File: src/rtl/npu_pe_seq_ctrl_if.sv
// Configuration, input-FIFO handshake and PE-chain drive signals of the PE sequencer.
interface npu_pe_seq_ctrl_if #(
  parameter int unsigned IN_W   = 8,
  parameter int unsigned ADDR_W = 10,
  parameter int unsigned DATA_W = 16
);
  logic              cfg_start;
  logic [IN_W-1:0]   cfg_num_inputs;
  logic [ADDR_W-1:0] cfg_weight_base;
  logic              in_valid;
  logic [DATA_W-1:0] in_data;
  logic              in_ready;
  logic              npu_pe_new_input_wren;
  logic [DATA_W-1:0] npu_pe_data_out;
  logic [ADDR_W-1:0] weight_rd_addr;
  logic              npu_pe_en;
  logic              sig_valid;
  logic              busy;
  logic              done;
  logic [IN_W-1:0]   step_count;

  // Environment side: issues configuration and supplies input words.
  modport master (
    output cfg_start, cfg_num_inputs, cfg_weight_base, in_valid, in_data,
    input  in_ready, npu_pe_new_input_wren, npu_pe_data_out, weight_rd_addr,
           npu_pe_en, sig_valid, busy, done, step_count
  );

  // Sequencer side.
  modport slave (
    input  cfg_start, cfg_num_inputs, cfg_weight_base, in_valid, in_data,
    output in_ready, npu_pe_new_input_wren, npu_pe_data_out, weight_rd_addr,
           npu_pe_en, sig_valid, busy, done, step_count
  );
endinterface

File: src/rtl/npu_pe_seq_ctrl.sv
// PE-chain sequencer: per input word LOAD -> FETCH -> MAC, then drain the
// multiply-add pipeline and flag the result to the sigmoid unit.
module npu_pe_seq_ctrl #(
  parameter int unsigned IN_W     = 8,
  parameter int unsigned ADDR_W   = 10,
  parameter int unsigned PIPE_LAT = 3   // must be >= 1
) (
  input  logic             CLK,
  input  logic             npu_rst,
  npu_pe_seq_ctrl_if.slave bus
);

  localparam int unsigned DATA_W  = 16;
  localparam int unsigned DRAIN_W = (PIPE_LAT > 1) ? $clog2(PIPE_LAT) : 1;

  localparam logic [2:0] IDLE  = 3'd0;
  localparam logic [2:0] LOAD  = 3'd1;
  localparam logic [2:0] FETCH = 3'd2;
  localparam logic [2:0] MAC   = 3'd3;
  localparam logic [2:0] DRAIN = 3'd4;
  localparam logic [2:0] DONE  = 3'd5;

  logic [2:0]         state_q,  state_d;
  logic [IN_W-1:0]    m_q,      m_d;
  logic [ADDR_W-1:0]  base_q,   base_d;
  logic [IN_W-1:0]    step_q,   step_d;
  logic [DRAIN_W-1:0] drain_q,  drain_d;
  logic [DATA_W-1:0]  data_q,   data_d;
  logic [ADDR_W-1:0]  addr_q,   addr_d;
  logic               wren_q,   wren_d;
  logic               en_q,     en_d;
  logic               sig_q,    sig_d;
  logic               done_q,   done_d;
  logic               busy_q,   busy_d;
  logic [IN_W-1:0]    step_inc;

  assign step_inc = step_q + IN_W'(1);

  // State and registered outputs; synchronous reset aborts any pass in flight.
  always_ff @(posedge CLK) begin
    if (npu_rst) begin
      state_q <= IDLE;
      m_q     <= '0;
      base_q  <= '0;
      step_q  <= '0;
      drain_q <= '0;
      data_q  <= '0;
      addr_q  <= '0;
      wren_q  <= 1'b0;
      en_q    <= 1'b0;
      sig_q   <= 1'b0;
      done_q  <= 1'b0;
      busy_q  <= 1'b0;
    end else begin
      state_q <= state_d;
      m_q     <= m_d;
      base_q  <= base_d;
      step_q  <= step_d;
      drain_q <= drain_d;
      data_q  <= data_d;
      addr_q  <= addr_d;
      wren_q  <= wren_d;
      en_q    <= en_d;
      sig_q   <= sig_d;
      done_q  <= done_d;
      busy_q  <= busy_d;
    end
  end

  // Next state; strobes are registered so they line up with the state they belong to.
  always_comb begin
    state_d = state_q;
    m_d     = m_q;
    base_d  = base_q;
    step_d  = step_q;
    drain_d = drain_q;
    data_d  = data_q;
    addr_d  = addr_q;
    wren_d  = 1'b0;
    en_d    = 1'b0;
    sig_d   = 1'b0;
    done_d  = 1'b0;

    case (state_q)
      IDLE: begin
        if (bus.cfg_start) begin
          m_d     = bus.cfg_num_inputs;
          base_d  = bus.cfg_weight_base;
          step_d  = '0;
          state_d = (bus.cfg_num_inputs == '0) ? DONE : LOAD;
        end
      end
      LOAD: begin
        if (bus.in_valid) begin
          data_d  = bus.in_data;
          addr_d  = base_q + ADDR_W'(step_q);
          wren_d  = 1'b1;
          state_d = FETCH;
        end
      end
      FETCH: begin
        en_d    = 1'b1;
        state_d = MAC;
      end
      MAC: begin
        step_d = step_inc;
        if (step_inc == m_q) begin
          drain_d = '0;
          state_d = DRAIN;
        end else begin
          state_d = LOAD;
        end
      end
      DRAIN: begin
        if (drain_q == DRAIN_W'(PIPE_LAT - 1)) begin
          state_d = DONE;
        end else begin
          drain_d = drain_q + DRAIN_W'(1);
        end
      end
      DONE: begin
        done_d  = 1'b1;
        sig_d   = (m_q != '0);
        state_d = IDLE;
      end
      default: state_d = IDLE;
    endcase

    busy_d = (state_d != IDLE);
  end

  assign bus.in_ready              = (state_q == LOAD) && !npu_rst;
  assign bus.npu_pe_new_input_wren = wren_q;
  assign bus.npu_pe_data_out       = data_q;
  assign bus.weight_rd_addr        = addr_q;
  assign bus.npu_pe_en             = en_q;
  assign bus.sig_valid             = sig_q;
  assign bus.busy                  = busy_q;
  assign bus.done                  = done_q;
  assign bus.step_count            = step_q;

endmodule
File: src/flat_wrapper.sv
// flat-port wrapper written by rule: the top's interface ports become plain ports
module npu_pe_seq_ctrl_flat 
#(
  parameter int unsigned IN_W     = 8,
  parameter int unsigned ADDR_W   = 10,
  parameter int unsigned PIPE_LAT = 3                  
)
  (CLK, npu_rst, bus_cfg_start, bus_cfg_num_inputs, bus_cfg_weight_base, bus_in_valid, bus_in_data, bus_in_ready, bus_npu_pe_new_input_wren, bus_npu_pe_data_out, bus_weight_rd_addr, bus_npu_pe_en, bus_sig_valid, bus_busy, bus_done, bus_step_count);
  npu_pe_seq_ctrl_if #(.IN_W(IN_W), .ADDR_W(ADDR_W)) bus_i ();
  input  logic CLK;
  input  logic npu_rst;
  input wire logic [$bits(bus_i.cfg_start)-1:0] bus_cfg_start;
  input wire logic [$bits(bus_i.cfg_num_inputs)-1:0] bus_cfg_num_inputs;
  input wire logic [$bits(bus_i.cfg_weight_base)-1:0] bus_cfg_weight_base;
  input wire logic [$bits(bus_i.in_valid)-1:0] bus_in_valid;
  input wire logic [$bits(bus_i.in_data)-1:0] bus_in_data;
  output wire logic [$bits(bus_i.in_ready)-1:0] bus_in_ready;
  output wire logic [$bits(bus_i.npu_pe_new_input_wren)-1:0] bus_npu_pe_new_input_wren;
  output wire logic [$bits(bus_i.npu_pe_data_out)-1:0] bus_npu_pe_data_out;
  output wire logic [$bits(bus_i.weight_rd_addr)-1:0] bus_weight_rd_addr;
  output wire logic [$bits(bus_i.npu_pe_en)-1:0] bus_npu_pe_en;
  output wire logic [$bits(bus_i.sig_valid)-1:0] bus_sig_valid;
  output wire logic [$bits(bus_i.busy)-1:0] bus_busy;
  output wire logic [$bits(bus_i.done)-1:0] bus_done;
  output wire logic [$bits(bus_i.step_count)-1:0] bus_step_count;
  assign bus_i.cfg_start = bus_cfg_start;
  assign bus_i.cfg_num_inputs = bus_cfg_num_inputs;
  assign bus_i.cfg_weight_base = bus_cfg_weight_base;
  assign bus_i.in_valid = bus_in_valid;
  assign bus_i.in_data = bus_in_data;
  assign bus_in_ready = bus_i.in_ready;
  assign bus_npu_pe_new_input_wren = bus_i.npu_pe_new_input_wren;
  assign bus_npu_pe_data_out = bus_i.npu_pe_data_out;
  assign bus_weight_rd_addr = bus_i.weight_rd_addr;
  assign bus_npu_pe_en = bus_i.npu_pe_en;
  assign bus_sig_valid = bus_i.sig_valid;
  assign bus_busy = bus_i.busy;
  assign bus_done = bus_i.done;
  assign bus_step_count = bus_i.step_count;
  npu_pe_seq_ctrl #(.IN_W(IN_W), .ADDR_W(ADDR_W), .PIPE_LAT(PIPE_LAT)) u_core (.CLK(CLK), .npu_rst(npu_rst), .bus(bus_i));
endmodule
File: config.mk
export PLATFORM = sky130hd
export DESIGN_NAME = npu_pe_seq_ctrl_flat
export DESIGN_NICKNAME = d
export VERILOG_FILES = /design/src/rtl/npu_pe_seq_ctrl_if.sv /design/src/rtl/npu_pe_seq_ctrl.sv /design/src/flat_wrapper.sv
export SDC_FILE = /design/constraint.sdc
export NUM_CORES = 1
export LEC_CHECK = 0
export BUFFER_PORTS_ARGS = -buffer_cell sky130_fd_sc_hd__buf_4
export CORE_ASPECT_RATIO = 2
export CORE_MARGIN = 4
export CORE_UTILIZATION = 45
export CTS_BUF_LIST = sky130_fd_sc_hd__clkbuf_4 sky130_fd_sc_hd__clkbuf_8
export CTS_CLUSTER_DIAMETER = 100
export CTS_CLUSTER_SIZE = 12
export DETAILED_ROUTE_END_ITERATION = 12
export GPL_ROUTABILITY_DRIVEN = 1
export PLACE_DENSITY = 0.81
export REMOVE_ABC_BUFFERS = 1
export SLEW_MARGIN = 20
export SYNTH_ARGS = -nofsm -noshare
export SYNTH_HDL_FRONTEND = slang
export SYNTH_SLANG_ARGS = --single-unit
File: constraint.sdc
create_clock -name CLK -period 1.85 [get_ports CLK]
set_clock_uncertainty 0.05 [all_clocks]
set_input_delay 0.0925 -clock CLK [delete_from_list [all_inputs] [get_ports CLK]]
set_output_delay 0.0925 -clock CLK [all_outputs]
set_load 0.05 [all_outputs]
# Word-level counts from Yosys, hierarchy flattened
# Cells that the tools add are included.
totals:
  reg_bits: 62
  n_memories: 0
  elab_cells: 55
  in_bits: 38
  latch_bits: 0
  ram_bits: 0
  romBits: 0
classes:
  div_mod_pow: 0
  mux: 14
  eq_ne: 10
  order_cmp: 0
  n_reduce_logical: 14
  add_sub_neg: 3
  bitwise: 2
  shifts: 0
  n_mul: 0
op_table:
  columns: ["op", "n"]
  rows:
  - ["8-bit one-hot mux with 2 select lines", 1]
  - ["3-bit two-way mux", 5]
  - ["3-bit one-hot mux with 5 select lines", 1]
  - ["10-bit by 8-bit adder with 10-bit output", 1]
  - ["8-bit by 1-bit adder with 8-bit output, second input constant", 1]
  - ["8-bit equality test", 1]
  - ["8-bit logical NOT", 1]
  - ["8-bit two-way mux", 1]
  - ["8-bit nonzero test", 1]
  - ["3-bit by 2-bit equality test with 1-bit output, second input constant", 2]
  - ["3-bit equality test, second input constant", 2]
  - ["2-bit AND reduction", 3]
  - ["2-bit two-way mux", 2]
  - ["2-bit != test, second input constant", 2]
  - ["2-bit one-hot mux with 2 select lines", 1]
  - ["2-bit nonzero test", 2]
  - ["2-bit OR reduction", 2]
  - ["3-bit by 1-bit equality test with 1-bit output, second input constant", 1]
  - ["3-bit logical NOT", 1]
  - ["1-bit two-way mux", 3]
  - ["3-bit AND reduction", 1]
  - ["3-bit nonzero test", 1]
  - ["2-bit by 1-bit adder with 2-bit output, second input constant", 1]
  - ["2-bit equality test, second input constant", 1]
  - ["4 further kinds", 5]

# Logic depth before layout (Yosys ltp)
depth:
  ltp_word: 5
  mapped_depth: 8
  mapped_depth_nobuf: 8

# Worst setup path after synthesis
# No wires, ideal clock.
synth_path:
  path_type: "register to register"
  startpoint: "reg u_core.step_q[0], in the netlist u_core.bus.step_count[0]"
  endpoint: "reg u_core.addr_q[8], in the netlist u_core.bus.weight_rd_addr[8]"
  t_arrival_ns: 2.221
  path_stages_with_launch: 9
  period_less_slack_ns: 2.356
  required_time_ns: 1.714
  slack_ns: -0.506
  path_buffers: 0
  setup_time_ns: 0.086
  path_cell_list: "dfxtp_1 > ha_1 > inv_1 > fa_1 > nand2b_1 > a21oi_1 > o31ai_1 > xor2_1 > a211oi_1"
synth_via:
  elab_chain_len: 1
synth_rtl:
  columns: ["item", "line_no", "source"]
  rows:
  - ["start: declaration", "npu_pe_seq_ctrl.sv:26", "logic [IN_W-1:0] step_q, step_d;"]
  - ["start signal: assignment", "npu_pe_seq_ctrl.sv:58", "step_q <= step_d;"]
  - ["10-bit by 8-bit adder with 10-bit output", "npu_pe_seq_ctrl.sv:96", "addr_d = base_q + ADDR_W'(step_q);"]
  - ["end signal: assignment", "npu_pe_seq_ctrl.sv:61", "addr_q <= addr_d;"]
  - ["end: declaration", "npu_pe_seq_ctrl.sv:29", "logic [ADDR_W-1:0] addr_q, addr_d;"]
# No other way between the ends.
# A chain may end at the register's enable or synchronous reset.

# Worst setup path after layout
layout_path:
  startpoint: "reg u_core.step_q[0], in the netlist u_core.bus.step_count[0]"
  endpoint: "reg u_core.drain_q[1]"
layout_via:
  elab_chain_len: 4
layout_rtl:
  columns: ["item", "line_no", "source"]
  rows:
  - ["8-bit by 1-bit adder with 8-bit output", "npu_pe_seq_ctrl.sv:37", "assign step_inc = step_q + IN_W'(1);"]
  - ["8-bit equality test", "npu_pe_seq_ctrl.sv:107", "if (step_inc == m_q) begin"]
  - ["2-bit by 1-bit != test with 1-bit output (no source line)", null, null]
  - ["3-bit AND reduction (no source line)", null, null]
  - ["end signal: assignment", "npu_pe_seq_ctrl.sv:59", "drain_q <= drain_d;"]
  - ["end: declaration", "npu_pe_seq_ctrl.sv:27", "logic [DRAIN_W-1:0] drain_q, drain_d;"]
# No other way between the ends.

==> flow_summary.rst <==
.. list-table::
   :header-rows: 1

   * - Metric
     - Value
   * - Relative contribution of combinational cells to total power
     - around 20%
   * - Vias after detailed routing
     - 3065
   * - Instance count of the mapped netlist
     - about 370
   * - Yosys warning total
     - 0
   * - Final #Nets
     - around 540
   * - Bufs on Longest Clock Path
     - 2
   * - Antenna-violating nets left
     - 0
   * - Pins Over Slew Limit
     - 0
   * - First-pass detailed-route iteration total
     - 4
   * - GP Congestion
     - about 0.87
   * - First DRT Iteration DRCs
     - roughly 150
   * - Detailed-route wire length
     - around 8.6 mm
   * - P_leak
     - around 1.8 nW
   * - Global Route Usage Sum
     - between 20 and 25%
   * - Max layer used
     - met4
   * - Clock transition at the register clock pins on the worst setup and hold paths after CTS
     - around 60 ps
   * - Met1 layer wirelength in the final routing
     - 3.00 mm
   * - Port buffer count
     - 77
   * - Failing checks
     - negative setup slack
   * - Post-route setup slack
     - -14.6 ps
   * - Share of total power in the clock network
     - about a third
   * - Worst setup slack before clock tree synthesis
     - -114 ps
   * - Run status
     - finished with violations
   * - Maximum fanout along the worst path
     - 6
   * - EDFF count, synth
     - 0
   * - Unique cell type count in the Yosys netlist
     - a little over 50
   * - Internal cell power
     - between 0.002 and 0.0025 W
   * - CP Capture Type
     - flop
   * - Critical path data required time
     - approximately 2000 ps
   * - Detailed route wirelength on metal2
     - around 4.7 mm
   * - Design Power
     - around 0.003 W
   * - Root buffer cell
     - sky130_fd_sc_hd__clkbuf_8
   * - Final critical delay including setup and external delays
     - between 1500 and 2000 ps
   * - Pin count of the biggest net entering global routing
     - between 40 and 50
   * - Effective utilization at floorplan
     - between 40% and 50%
   * - Per-cell routed wire length
     - around 15 microns
   * - Relative slew slack
     - between 60 and 70%
   * - Area delta synth->final
     - 50.3%
   * - Cell Area, Synth
     - 2950 sq um
   * - Horiz. Die Dim
     - 65.2 microns
   * - Top achievable clock speed
     - 536 MHz
   * - P per Cell Area
     - 697 nW/um^2
   * - Top_reg_cell synth
     - sky130_fd_sc_hd__dfxtp_1
   * - H-tree depth reported by CTS
     - 3
   * - RSZ-0062 raised after global routing
     - true
   * - Antenna Cells
     - 0
   * - Row Count
     - slightly above 40
   * - First-pass GRT wire length
     - ~14 mm
   * - P_sw
     - just under 0.0009 W
   * - Vias in the first global route
     - 3003
   * - Final cycle utilization of the critical path
     - 101%
   * - Share of power burned in registers
     - a little under half
   * - Post-synthesis average cell area
     - 8.03 sq um
   * - Number of max-cap violations
     - 0
   * - Worst ir drop on vdd
     - 0.000486 V
   * - Core area
     - about 6400 sq um
   * - DIE AREA
     - roughly 8000 sq um
   * - Clock buffer count from CTS
     - 9
   * - Element type at the critical path start
     - flop
   * - Total I/O pin count
     - 78
   * - Summed negative setup slack over all endpoints
     - -14.6 ps
   * - Met3 WL post-DR
     - between 300 and 400 microns
   * - Minimum setup slack among reg-to-reg paths
     - -10 ps
   * - Fill cell count
     - approximately 530
   * - Portion of the post-synthesis area used by sequential elements
     - between 40% and 50%
   * - Detailed placement HPWL
     - a little under 6 mm
   * - Final Hold Fails
     - 0
   * - GR Overflow Total
     - 0
   * - Height of the die
     - 122 microns
   * - Fraction of synthesis flops using an asynchronous set or reset pin
     - 0%
   * - TritonCTS clock tree
     - done
   * - Yosys reg bits
     - 62
   * - Tightest Hold Check Type
     - input pin to flop
   * - Worst-margin pin slew
     - 525 ps
   * - Endpoints failing setup
     - 1
   * - Initial antenna violation count
     - 0
   * - Worst-case hold slack
     - roughly 110 ps
   * - Residual DRC
     - 0
   * - Drt via density
     - ~5.3
   * - CP Class
     - flop to flop
   * - Switching part of the total power
     - just under 30%
   * - Proportion of layout cells with a drive suffix above 1
     - a little under a third
   * - Number of sinks handled by clock tree synthesis
     - 62
   * - Arrival time of data at the critical path endpoint
     - 2030 ps
   * - Clock latency of the later-clocked register in the worst-skew pair
     - approximately 340 ps
per-layer routing:
| metal | up-vias | track usage, % |
|---|---|---|
| met2 | 104 | 40.9 |
| met3 | 41 | 5.40 |
| met5 | - | 0 |
| met1 | 1397 | 20.9 |
| li1 | 1523 | - |
| met4 | 0 | 14.3 |
power by group through the flow:
| stage | sequential [W] | clock [W] | combinational, W |
|---|---|---|---|
| finish | 0.00144 | 0.00102 | 0.000620 |
| global route | 0.00145 | 0.00110 | 0.000671 |
| CTS | 0.00144 | 0.00104 | 0.000600 |
| detailed placement | 0.00147 | 0 | 0.000534 |
| global placement | 0.00147 | 0 | 0.000523 |
| floorplan | 0.00157 | 0 | 0.000200 |
flip-flops by register name, summed over array words and instances, names as in the netlist:
signal	count
u_core.base_q	10
u_core.bus.busy	1
u_core.bus.done	1
u_core.bus.npu_pe_data_out	16
u_core.bus.npu_pe_en	1
u_core.bus.npu_pe_new_input_wren	1
u_core.bus.sig_valid	1
u_core.bus.step_count	8
u_core.bus.weight_rd_addr	10
u_core.drain_q	2
u_core.m_q	8
u_core.state_q	3
cell usage in the layout (no fill, tap or decap), types with 3 or more instances in the layout:
cell type                       instances
sky130_fd_sc_hd__a211oi_1               3
sky130_fd_sc_hd__a21oi_2                3
sky130_fd_sc_hd__nand3b_1               4
sky130_fd_sc_hd__nor3_1                10
sky130_fd_sc_hd__nand2b_1               5
sky130_fd_sc_hd__xnor2_1                9
sky130_fd_sc_hd__nor4_1                 5
sky130_fd_sc_hd__a31oi_1                3
sky130_fd_sc_hd__clkbuf_8               9
sky130_fd_sc_hd__dlygate4sd3_1         34
sky130_fd_sc_hd__dfxtp_1               59
sky130_fd_sc_hd__nand3_1                4
sky130_fd_sc_hd__nand2_1               84
sky130_fd_sc_hd__ha_1                   8
sky130_fd_sc_hd__o21ai_0                9
sky130_fd_sc_hd__clkbuf_4               4
sky130_fd_sc_hd__buf_4                 99
sky130_fd_sc_hd__a21oi_1               47
sky130_fd_sc_hd__nor2_1                23
sky130_fd_sc_hd__inv_1                  6
sky130_fd_sc_hd__xor2_1                 3
what timing repair did:
item,CTS,global route
pin swaps,4,9
setup buffers,0,0
hold buffers,34,0
endpoints found under the hold margin,34,0
setup endpoints to repair,6,8
resized for setup,9,29
cells by family after synthesis:
family | share of synthesized area (%)
multiplexers | 0.340
XOR/XNOR | 4.16
buffers and inverters | 4.42
adder cells (fa/ha/maj) | 4.93
flip-flops | 42.1
AO/OA/AOI/OAI | 19.5
AND/OR/NAND/NOR | 24.5
final timing paths:
path	startpoint	endpoint	cells after the start
worst max-delay path	u_core.bus.step_count[0]	u_core.drain_q[1]	7
worst min-delay path	npu_rst	u_core.bus.step_count[3]	2
worst max register to register	u_core.bus.step_count[0]	u_core.drain_q[1]	7
worst min register to register	u_core.bus.npu_pe_data_out[13]	u_core.bus.npu_pe_data_out[13]	2
critical path: stages (launching register included):
cell	delay, ps
sky130_fd_sc_hd__dfxtp_2	330
sky130_fd_sc_hd__buf_4	130
sky130_fd_sc_hd__buf_4	160
sky130_fd_sc_hd__nand3_1	170
sky130_fd_sc_hd__nor3_1	300
sky130_fd_sc_hd__a2bb2oi_2	140
sky130_fd_sc_hd__nor4_1	370
sky130_fd_sc_hd__nor3_1	90
cell type report:
type,instances,area [sq um],area share [%]
well taps,86,108,2.43
repair buffers,135,1120,25.4
multi-input cells,276,1760,39.8
flip-flops and latches,62,1250,28.2
clock buffers,13,154,3.47
inverters,6,22.5,0.508
clock inverters,2,10.0,0.226
synth_stat cells (5+ instances only):
| library cell | n | area (sq um) |
|---|---|---|
| sky130_fd_sc_hd__nand2_1 | 85 | 319 |
| sky130_fd_sc_hd__dfxtp_1 | 62 | 1240 |
| sky130_fd_sc_hd__a21oi_1 | 51 | 255 |
| sky130_fd_sc_hd__nor2_1 | 23 | 86.3 |
| sky130_fd_sc_hd__buf_2 | 14 | 70.1 |
| sky130_fd_sc_hd__o21ai_0 | 11 | 55.1 |
| sky130_fd_sc_hd__ha_1 | 10 | 125 |
| sky130_fd_sc_hd__nor3_1 | 10 | 50.1 |
| sky130_fd_sc_hd__xnor2_1 | 10 | 87.6 |
| sky130_fd_sc_hd__clkbuf_1 | 7 | 26.3 |
| sky130_fd_sc_hd__inv_1 | 6 | 22.5 |
| sky130_fd_sc_hd__nand2b_1 | 6 | 37.5 |
| sky130_fd_sc_hd__nor4_1 | 6 | 37.5 |
| sky130_fd_sc_hd__nand3_1 | 5 | 25.0 |
metrics by stage:
| stage | std cells | utilization, % | area [sq um] |
|---|---|---|---|
| 3_3_place_gp | 531 | 58.8 | 3740 |
| 4_1_cts | 580 | 67.5 | 4290 |
| 2_1_floorplan | 344 | - | 2840 |
| 5_1_grt | 580 | 69.6 | 4430 |
| 3_5_place_dp | 531 | 58.8 | 3740 |
| 6_report | 580 | 69.6 | 4430 |
Note: power is estimated with default switching activity, not from simulation.
